===== src/rtl/wash_cycle_ctrl.sv =====
// Wash-program sequencer: WASH -> RINSE -> SPIN countdowns on a prescaled 1 s tick,
// with synchronized power/pause/start inputs and a registered finish level.
module wash_cycle_ctrl #(
  parameter int CLK_HZ  = 100_000_000,
  parameter int WASH_S  = 12,
  parameter int RINSE_S = 9,
  parameter int SPIN_S  = 6
) (
  input  logic       clk,
  input  logic       rst_n,
  input  logic       power_led,
  input  logic       pause_led,
  input  logic       start,
  output logic       finish,
  output logic [2:0] phase_led,
  output logic [7:0] phase_remain,
  output logic [7:0] total_remain
);
  localparam int PW = (CLK_HZ > 1) ? $clog2(CLK_HZ) : 1;
  localparam logic [PW-1:0] PRESC_MAX = PW'(CLK_HZ - 1);

  // State codes double as the phase LED pattern.
  localparam logic [2:0] IDLE  = 3'b000;
  localparam logic [2:0] WASH  = 3'b001;
  localparam logic [2:0] RINSE = 3'b010;
  localparam logic [2:0] SPIN  = 3'b100;
  localparam logic [2:0] DONE  = 3'b111;

  localparam logic [7:0] WASH_T  = 8'(WASH_S);
  localparam logic [7:0] RINSE_T = 8'(RINSE_S);
  localparam logic [7:0] SPIN_T  = 8'(SPIN_S);
  localparam logic [7:0] TOTAL_T = 8'(WASH_S + RINSE_S + SPIN_S);

  logic [1:0]    power_sync, pause_sync, start_sync;
  logic          start_q;
  logic          powered, paused, start_edge;
  logic [2:0]    state;
  logic [PW-1:0] presc;

  always_ff @(posedge clk or negedge rst_n) begin
    if (!rst_n) begin
      power_sync <= '0;
      pause_sync <= '0;
      start_sync <= '0;
      start_q    <= 1'b0;
    end else begin
      power_sync <= {power_sync[0], power_led};
      pause_sync <= {pause_sync[0], pause_led};
      start_sync <= {start_sync[0], start};
      start_q    <= start_sync[1];
    end
  end

  assign powered    = power_sync[1];
  assign paused     = pause_sync[1];
  assign start_edge = start_sync[1] & ~start_q;
  assign phase_led  = state;

  always_ff @(posedge clk or negedge rst_n) begin
    if (!rst_n) begin
      state        <= IDLE;
      finish       <= 1'b0;
      phase_remain <= '0;
      total_remain <= '0;
      presc        <= '0;
    end else if (!powered) begin
      state        <= IDLE;
      finish       <= 1'b0;
      phase_remain <= '0;
      total_remain <= '0;
      presc        <= '0;
    end else begin
      case (state)
        IDLE, DONE: begin
          if (start_edge && !paused) begin
            state        <= WASH;
            finish       <= 1'b0;
            phase_remain <= WASH_T;
            total_remain <= TOTAL_T;
            presc        <= '0;
          end
        end
        WASH, RINSE, SPIN: begin
          // Pause freezes the prescaler too, so a resume continues mid-second.
          if (!paused) begin
            if (presc == PRESC_MAX) begin
              presc <= '0;
              if (phase_remain > 8'd1) begin
                phase_remain <= phase_remain - 8'd1;
                total_remain <= total_remain - 8'd1;
              end else begin
                total_remain <= total_remain - 8'd1;
                case (state)
                  WASH: begin
                    state        <= RINSE;
                    phase_remain <= RINSE_T;
                  end
                  RINSE: begin
                    state        <= SPIN;
                    phase_remain <= SPIN_T;
                  end
                  default: begin
                    state        <= DONE;
                    finish       <= 1'b1;
                    phase_remain <= '0;
                    total_remain <= '0;
                  end
                endcase
              end
            end else begin
              presc <= presc + 1'b1;
            end
          end
        end
        default: begin
          state        <= IDLE;
          finish       <= 1'b0;
          phase_remain <= '0;
          total_remain <= '0;
          presc        <= '0;
        end
      endcase
    end
  end
endmodule


===== config.mk =====
export PLATFORM = sky130hd
export DESIGN_NAME = wash_cycle_ctrl
export DESIGN_NICKNAME = d
export VERILOG_FILES = /design/src/rtl/wash_cycle_ctrl.sv
export SDC_FILE = /design/constraint.sdc
export NUM_CORES = 1
export LEC_CHECK = 0
export CELL_PAD_IN_SITES_DETAIL_PLACEMENT = 1
export CELL_PAD_IN_SITES_GLOBAL_PLACEMENT = 2
export CORE_ASPECT_RATIO = 1.25
export CORE_UTILIZATION = 30
export CTS_CLUSTER_SIZE = 12
export DETAILED_ROUTE_END_ITERATION = 8
export DONT_BUFFER_PORTS = 1
export GPL_ROUTABILITY_DRIVEN = 0
export PLACE_DENSITY = 0.6
export SYNTH_ARGS = -nofsm -noshare
export SYNTH_HDL_FRONTEND = slang
export SYNTH_SLANG_ARGS = --single-unit

===== constraint.sdc =====
create_clock -name clk -period 4.29 [get_ports clk]
set_clock_uncertainty 0.2 [all_clocks]
set_input_delay 0.6435 -clock clk [delete_from_list [all_inputs] [get_ports clk]]
set_output_delay 0.6435 -clock clk [all_outputs]
set_load 0.1 [all_outputs]

### Word level (Yosys, flattened, before mapping)

Cells that the tools add are included.

| storage, ports and cells | value |
|---|---|
| ROM bits | 0 |
| bits in registers | 54 |
| output and inout port bits | 20 |
| word-level logic and storage cells | 68 |
| latch bits | 0 |
| memories kept | 0 |
| RAM bits | 0 |
| bits of input ports | 5 |

| operators by class | value |
|---|---|
| shifts and indexed selects | 0 |
| $add $sub $neg | 3 |
| multiplexer cells | 33 |
| div/mod/pow operators | 0 |
| $mul | 0 |
| eq/ne operators | 10 |
| $lt $le $gt $ge | 1 |
| bitwise operators | 2 |
| reductions and logical operators | 10 |

Operators with widths:

| kind | number |
|---|---|
| 27-bit 2-to-1 mux | 4 |
| 8-bit 2-to-1 mux | 11 |
| 27-bit one-hot mux with 2 select lines | 1 |
| 8-bit one-hot mux with 2 select lines | 2 |
| 27-bit by 1-bit adder with 27-bit output (second input constant) | 1 |
| 27-bit equality test (second input constant) | 1 |
| 8-bit by 1-bit subtractor with 8-bit output (second input constant) | 2 |
| 3-bit 2-to-1 mux | 5 |
| 3-bit != test (second input constant) | 5 |
| 3-bit one-hot mux with 2 select lines | 2 |
| 8-bit by 1-bit greater-than comparator with 1-bit output (second input constant) | 1 |
| 4-bit one-hot mux with 2 select lines | 1 |
| 3-bit equality test (second input constant) | 2 |
| 1-bit 2-to-1 mux | 6 |
| 5-bit AND reduction | 1 |
| 4-bit AND reduction | 1 |
| 2-bit OR reduction | 2 |
| 3-bit by 1-bit equality test with 1-bit output (second input constant) | 1 |
| 3-bit by 2-bit equality test with 1-bit output (second input constant) | 1 |
| 3-bit logical NOT | 1 |
| 3-bit AND reduction | 1 |
| 3-bit OR reduction | 1 |
| 1-bit one-hot mux with 2 select lines | 1 |
| 2-bit AND reduction | 1 |
| 4 further kinds | 4 |

### Depth between registers and ports, before layout

Gate-level depths: netlist (run 1).

| logic depth | value |
|---|---|
| depth after elaboration | 8 |
| depth in mapped cells | 8 |
| mapped depth without buffers | 7 |

### Worst setup path before layout (run 1)

Ideal clock, no wire load.

| timing | value |
|---|---|
| kind | register -> register |
| from | reg phase_remain[0] |
| to | reg phase_remain[3] |
| stages on the path, launching flop included | 8 |
| data arrival time | 2.605 ns |
| required time | 3.967 ns |
| path buffers | 0 |
| slack | 1.362 ns |
| cell sequence | dfrtp_1 inv_1 ha_1 or2_2 nand3_1 a21oi_1 or4_1 a32o_1 |

| on the way | value |
|---|---|
| word-level cells in the longest chain between the ends | 6 |

Ends and longest elaborated chain:

| element | RTL line | source |
|---|---|---|
| from (decl) | 16 | `output logic [7:0] phase_remain,` |
| from (signal assigned) | 89 | `phase_remain <= phase_remain - 8'd1;` |
| 8-bit by 1-bit subtractor with 8-bit output / 8-bit by 1-bit greater-than comparator with 1-bit output (equally long branches) | 89, 88 |  |
| 8-bit 2-to-1 mux * | 88 | `if (phase_remain > 8'd1) begin` |
| 8-bit 2-to-1 mux * | 86 | `if (presc == PRESC_MAX) begin` |
| 8-bit 2-to-1 mux * | 85 | `if (!paused) begin` |
| 8-bit one-hot mux with 2 select lines * | 73 | `case (state)` |
| 8-bit 2-to-1 mux * | 66 | `end else if (!powered) begin` |

Mark *: on every way between the ends. The rest lies on a longest branch, timed or not. The select of a mux whose other input is x is not followed.
A chain may end at the register's enable or synchronous reset.

### Final worst setup path (run 1)

Ends and elaborated chain as after synthesis.

==> impl_metrics.csv, run 1 <==
group,metric,value,unit
run_status,status,"finished, final reports clean",
worst_setup_path,critPathLaunch,"phase_remain[0]",
place,port_buffers,0,
final_layout,area_delta_synth_final,10.5,%
cts,cts-htree-levels,2,
synth,synth_edf_count,0,
worst_setup_path,rrSetupSlack,1.12,ns
die,die_w,93.0,um
synth,syn-num-nets,342,
global_routing,grt_max_degree,55,
global_routing,grt_pass1_vias,2634,
timing,fmax,0.315,GHz
timing,hold_viol,0,
synth,synth-seq-cells,54,
timing,max_slew.worst_pin.slew,1.06,ns
drt,drtIter0Drc,85,
power_and_ir_drop,peakVddDrop,0.360,mV
synth,yosys.area_share.simple,25.3,%
power_and_ir_drop,p_total,2.54,mW
final_layout,final_cell_mix,"54 x dfrtp_1, 26 x a21oi_1, 19 x nand3_1, 19 x o21ai_0",
synth,ys_seq_area_share,43.5,%
cts,cts_tree,"yes",
drt,via_per_inst,5.73,
die,coreArea,10100,um2
timing,slew_headroom,29.3,%
flow_run,cap_violations,0,
timing,period_minus_slack,3.17,ns
power_and_ir_drop,p_per_area,741,nW/um2
global_routing,grt_pass1_wl,13.9,mm
global_routing,antenna_found_initial,0,
worst_setup_path,endpoint,"phase_remain[3]",
die,dieArea,10800,um2
drt,first_pass_iters,4,
worst_setup_path,end_kind,"register",
worst_setup_path,cp_max_fo,8,
cts,clk_latency,0.29,ns
die,initial_utilization,30.8,%
cts,cts.clk_slew.worst_paths,0.07,ns
drt,drtAntennaViolNets,0,
timing,rsz0062_at_grt,"no",
synth,netlist.area_leader.share,43.5,%
power_and_ir_drop,p_leak,1.36,nW
final_layout,num_antenna_cells,0,
timing,drv_slew,0,
synth,synthArstFlopShare,100,%
worst_setup_path,r2r_start,"phase_remain[0]",
worst_setup_path,cp_data_required_time,4.28,ns
synth,synth_area_leaders,"dfrtp_1 43%, a21oi_1 4.2%, or3_1 3.2%",
cts,hold_buffers,1,
final_layout,final_common_cell,"dfrtp_1",
synth,synthAdderAreaFrac,1.61,%
synth,syn_area,3110,um2
final_layout,final_nets,341,
synth,synthMuxAreaShare,1.73,%
timing,tns,0,ns
synth,syn_area_per_cell,9.33,um2
worst_setup_path,r2r-end,"phase_remain[3]",
die,die_h,116,um
synth,synth.distinct_cells,61,
synth,synth_cells,333,
drt,drc,0,
worst_setup_path,crit_type,"register to register",
cts,cts-root-buf,"clkbuf_16",
final_layout,fillers,1150,
synth,yosys.area.top_type,"dfrtp_1",
die,io_pins,25,
place,hpwlAfterDp,5.91,mm
drt,vias,2647,
timing,period_share,74.0,%
synth,synth_xor_area_share,0.564,%
die,rows,41,
synth,synth-main-ff-cell,"dfrtp_1",
final_layout,fin_util,34.0,%
cts,cts_buffers,5,
worst_setup_path,startpoint_type,"register",
cts,post_cts_buffers,0,
synth,yosys_warnings,0,
drt,postRouteWirelength,8.57,mm
synth,synth-compound-area-share,22.5,%
hold_path,min_path_type,"input pin to async pin",
worst_setup_path,r2r_cells,7,
drt,wire_per_inst,18.6,um
global_routing,grt_usage,16.8,%
final_layout,final_layout_size_suffix_gt1_share,8.71,%
cts,cts.repair.resized,0,
global_routing,gr-total-overflow,0,
worst_setup_path,worstPathArrival,3.16,ns
cts,clockBufferDepth,2,
synth,synth_top_family_by_area,"simple AND/OR/NAND/NOR gates",
cts,cts.sinks,54,
timing,setup_viol,0,
==> layer usage <==
layer  global-route usage [%]  vias to the layer above  wire (um)
met4                     5.85                        0        150
met5                        0                        -          0
li1                         -                     1269          -
met2                     29.6                       28       4360
met3                     2.89                        9        186
met1                     20.5                     1341       3870
==> power breakdown <==
group	leakage, nW	total, mW	internal (mW)	switching (mW)
clock	0.0781	0.467	0.277	0.190
combinational	0.555	1.02	0.330	0.693
sequential	0.724	1.05	0.578	0.476
==> kinds of logic (layout without fill, tap and decap cells) <==
family,count (synthesis),after routing
multiplexers,5,5
AO/OA/AOI/OAI,103,103
adder cells (fa/ha/maj),4,4
buffers and inverters,32,32
AND/OR/NAND/NOR,133,133
XOR/XNOR,2,2
flip-flops,54,54
==> registers in the layout, indices dropped and copies added, names as in the netlist <==
register and count:
pause_sync 2, start_sync 2, power_sync 2, start_q 1, total_remain 8, phase_remain 8, phase_led 3, presc 27
finish 1
==> final cells by class <==
cell class / count / area [um2] / share of cell area [%]
well taps: 129 / 161 / 4.70
repair buffers: 11 / 103 / 2.99
flip-flops and latches: 54 / 1350 / 39.4
clock buffers: 7 / 133 / 3.86
multi-input cells: 247 / 1610 / 46.8
inverters: 13 / 48.8 / 1.42
clock inverters: 1 / 30.0 / 0.875
==> how the worst min path moves through the flow <==
| stage | from | end | cells after the start |
|---|---|---|---|
| after global placement | power_sync[0] | power_sync[1] | 0 |
| after detailed placement | power_sync[0] | power_sync[1] | 0 |
| final | rst_n | phase_led[1] | 1 |
| after global routing | rst_n | phase_led[1] | 1 |
| after floorplan | pause_sync[0] | pause_sync[1] | 0 |
| after CTS | rst_n | presc[2] | 1 |
==> worst max-delay path, stage by stage (launching register included) <==
cell     delay (ns)
dfrtp_1        0.99
inv_1          0.22
ha_1           0.30
or2_2          0.30
nand3_1        0.26
a21oi_1        0.10
or4_1          0.41
a32o_1         0.27
==> through the flow <==
stage                     std cells  setup WS [ns]  area (um2)  hold WS [ns]
after floorplan                 333           1.36        3110         0.131
after global placement          453           1.22        3240         0.132
after detailed placement        453           1.17        3240         0.136
after CTS                       462           1.14        3430        0.0219
after global routing            462          0.984        3430        0.0311
final                           462           1.12        3430        0.0134
==> cells in the mapped netlist, types with 11 or more instances <==
master and count:
dfrtp_1 54, clkbuf_1 11, nand3_1 19, inv_1 13, a21oi_1 26, or3_1 16, o21ai_0 19, nand2_1 15
nor2_1 16
(Power assumes the default switching activity.)
==> inputs of run 2 (changes only) <==
==> constraint.sdc (replaced) <==
create_clock -name clk -period 2.94 [get_ports clk]
set_clock_uncertainty 0.2 [all_clocks]
set_input_delay 0.441 -clock clk [delete_from_list [all_inputs] [get_ports clk]]
set_output_delay 0.441 -clock clk [all_outputs]
set_load 0.1 [all_outputs]
==> run 2 against run 1 <==
  * Sequential power down 7%
  * Critical path depth down 1
  * Setup slack worse by 0.77 ns
  * Via count up 3.4%
  * Final area up 5.4%
  * Non-clock buffer count up 27
  * Clock power up 24%
  * Die area unchanged
  * Register-to-register slack worse by 0.77 ns
==> impl_metrics.csv, run 2 (synthesis gave the netlist of run 1 again) <==
group,metric,value,unit
die,die_h,116,um
place,hpwlAfterDp,6.54,mm
timing,setup_viol,0,
final_layout,final_cell_mix,"54 x dfrtp_1, 33 x buf_4, 26 x a21oi_1",
cts,post_cts_buffers,0,
die,initial_utilization,30.8,%
place,placed_area,3420,um2
die,dieArea,10800,um2
cts,cts_buffers,5,
final_layout,area_delta_synth_final,16.4,%
timing,drv_slew,0,
drt,drtIter0Drc,88,
global_routing,grt_max_degree,55,
worst_setup_path,startpoint_type,"register",
final_layout,design_area,3620,um2
power_and_ir_drop,pwr-share-clk,15.2,%
worst_setup_path,worstPathCellList,"or4b_1 > or4_4 > o211ai_2 > buf_4 > o311ai_0 > a32o_1",
timing,fmax,0.385,GHz
timing,rsz0062_at_grt,"no",
power_and_ir_drop,p_leak,1.48,nW
timing,period_minus_slack,2.60,ns
final_layout,final_common_cell,"dfrtp_1",
run_status,status,"finished, final reports clean",
cts,clockBufferDepth,2,
drt,via_per_inst,5.61,
cts,cts.sinks,54,
worst_setup_path,end_kind,"register",
final_layout,largest_reg_flops,27,
die,rows,41,
cts,cts-htree-levels,2,
global_routing,grt_pass1_vias,2841,
final_layout,final_nets,368,
worst_setup_path,cp_data_required_time,2.92,ns
drt,postRouteWirelength,9.11,mm
global_routing,antenna_found_initial,0,
power_and_ir_drop,peakVddDrop,0.798,mV
power_and_ir_drop,p_seq_share,25.6,%
timing,slew_headroom,38.0,%
drt,wire_per_inst,18.7,um
worst_setup_path,crit_type,"register to register",
place,port_buffers,0,
cts,cts_tree,"yes",
drt,drc,0,
final_layout,top_register,"presc",
hold_path,min_path_type,"register to register",
drt,vias,2738,
power_and_ir_drop,switching_power,2.03,mW
worst_setup_path,critPathMaxStageDelay,0.54,ns
drt,drtAntennaViolNets,0,
power_and_ir_drop,comb_power_share,59.2,%
final_layout,num_antenna_cells,0,
drt,first_pass_iters,4,
worst_setup_path,critPathSlowestCell,"or4b_1",
worst_setup_path,cp_max_fo,23,
global_routing,grt_pass1_wl,15.1,mm
final_layout,final_layout_size_suffix_gt1_share,14.8,%
flow_run,cap_violations,0,
cts,clk_latency,0.30,ns
final_layout,top_regs,"presc x27, phase_remain x8, total_remain x8",
timing,tns,0,ns
worst_setup_path,worstPathArrival,2.58,ns
die,io_pins,25,
global_routing,gr-total-overflow,0,
power_and_ir_drop,p_sw_share,53.1,%
global_routing,grt_usage,18.3,%
cts,cts.clk_slew.worst_paths,0.07,ns
power_and_ir_drop,p_per_area,1050,nW/um2
timing,max_slew.worst_pin.slew,0.930,ns
timing,hold_viol,0,
timing,period_share,88.3,%
cts,cts-root-buf,"clkbuf_16",
die,coreArea,10100,um2
power_and_ir_drop,p_int,1.79,mW
die,die_w,93.0,um
==> run 2: timing repair <==
action	in CTS	in global routing
resized for setup	0	0
hold buffers	5	0
endpoints found under the hold margin	57	0
==> run 2: power groups by stage <==
stage / Clock, mW / Combinational (mW) / Sequential [mW]
finish: 0.578 / 2.26 / 0.978
global route: 0.635 / 2.43 / 0.995
CTS: 0.615 / 2.28 / 0.980
detailed placement: 0 / 2.25 / 0.994
global placement: 0 / 2.24 / 0.991
floorplan: 0 / 1.01 / 1.70
==> run 2: through the flow <==
stage | cells | utilization, % | hold WS, ns | total power [mW] | setup slack [ns]
final | 488 | 35.8 | 0.149 | 3.81 | 0.345
after global routing | 488 | 35.8 | 0.161 | 4.06 | 0.247
after CTS | 488 | 35.8 | 0.153 | 3.88 | 0.341
after detailed placement | 476 | 33.8 | -0.0520 | 3.25 | 0.370
after global placement | 476 | 33.8 | -0.0524 | 3.23 | 0.387
after floorplan | 333 | - | -0.0546 | 2.71 | 0.0118
==> run 2: layer usage <==
metal  vias to the layer above  track usage [%]  share of wire (%)
met2                        31             33.6                 52
met3                         5             2.69                1.9
met5                         -                0                  0
met4                         0             4.92                1.2
li1                       1324                -                  -
met1                      1378             22.2                 45
==> run 2: path summary, 6_finish.rpt <==
path,from,to,slack (ns),cells past startpoint
setup / recovery,presc[8],phase_remain[3],0.34,6
hold / removal,pause_sync[0],pause_sync[1],0.15,0
setup reg to reg,presc[8],phase_remain[3],0.34,6
hold reg to reg,pause_sync[0],pause_sync[1],0.15,0
max in group asynchronous,rst_n,total_remain[2],1.80,2
min in group asynchronous,rst_n,presc[23],0.46,2
==> run 2: layout make-up <==
| class | instances | area (um2) |
|---|---|---|
| Inverter | 13 | 48.8 |
| Tap cell | 129 | 161 |
| Multi-Input combinational cell | 247 | 1610 |
| Clock inverter | 2 | 10.0 |
| Timing Repair Buffer | 38 | 315 |
| Clock buffer | 5 | 125 |
| Fill cell | 1145 | 6490 |
| Sequential cell | 54 | 1350 |
==> run 2: critical path: cells and delay by family, from the launching register on <==
family | cells | cell delay (ns)
and+or+nand+nor | 2 | 0.98
AOI/OAI and AO/OA | 3 | 0.60
DFF | 1 | 0.42
buffers and inverters | 1 | 0.28
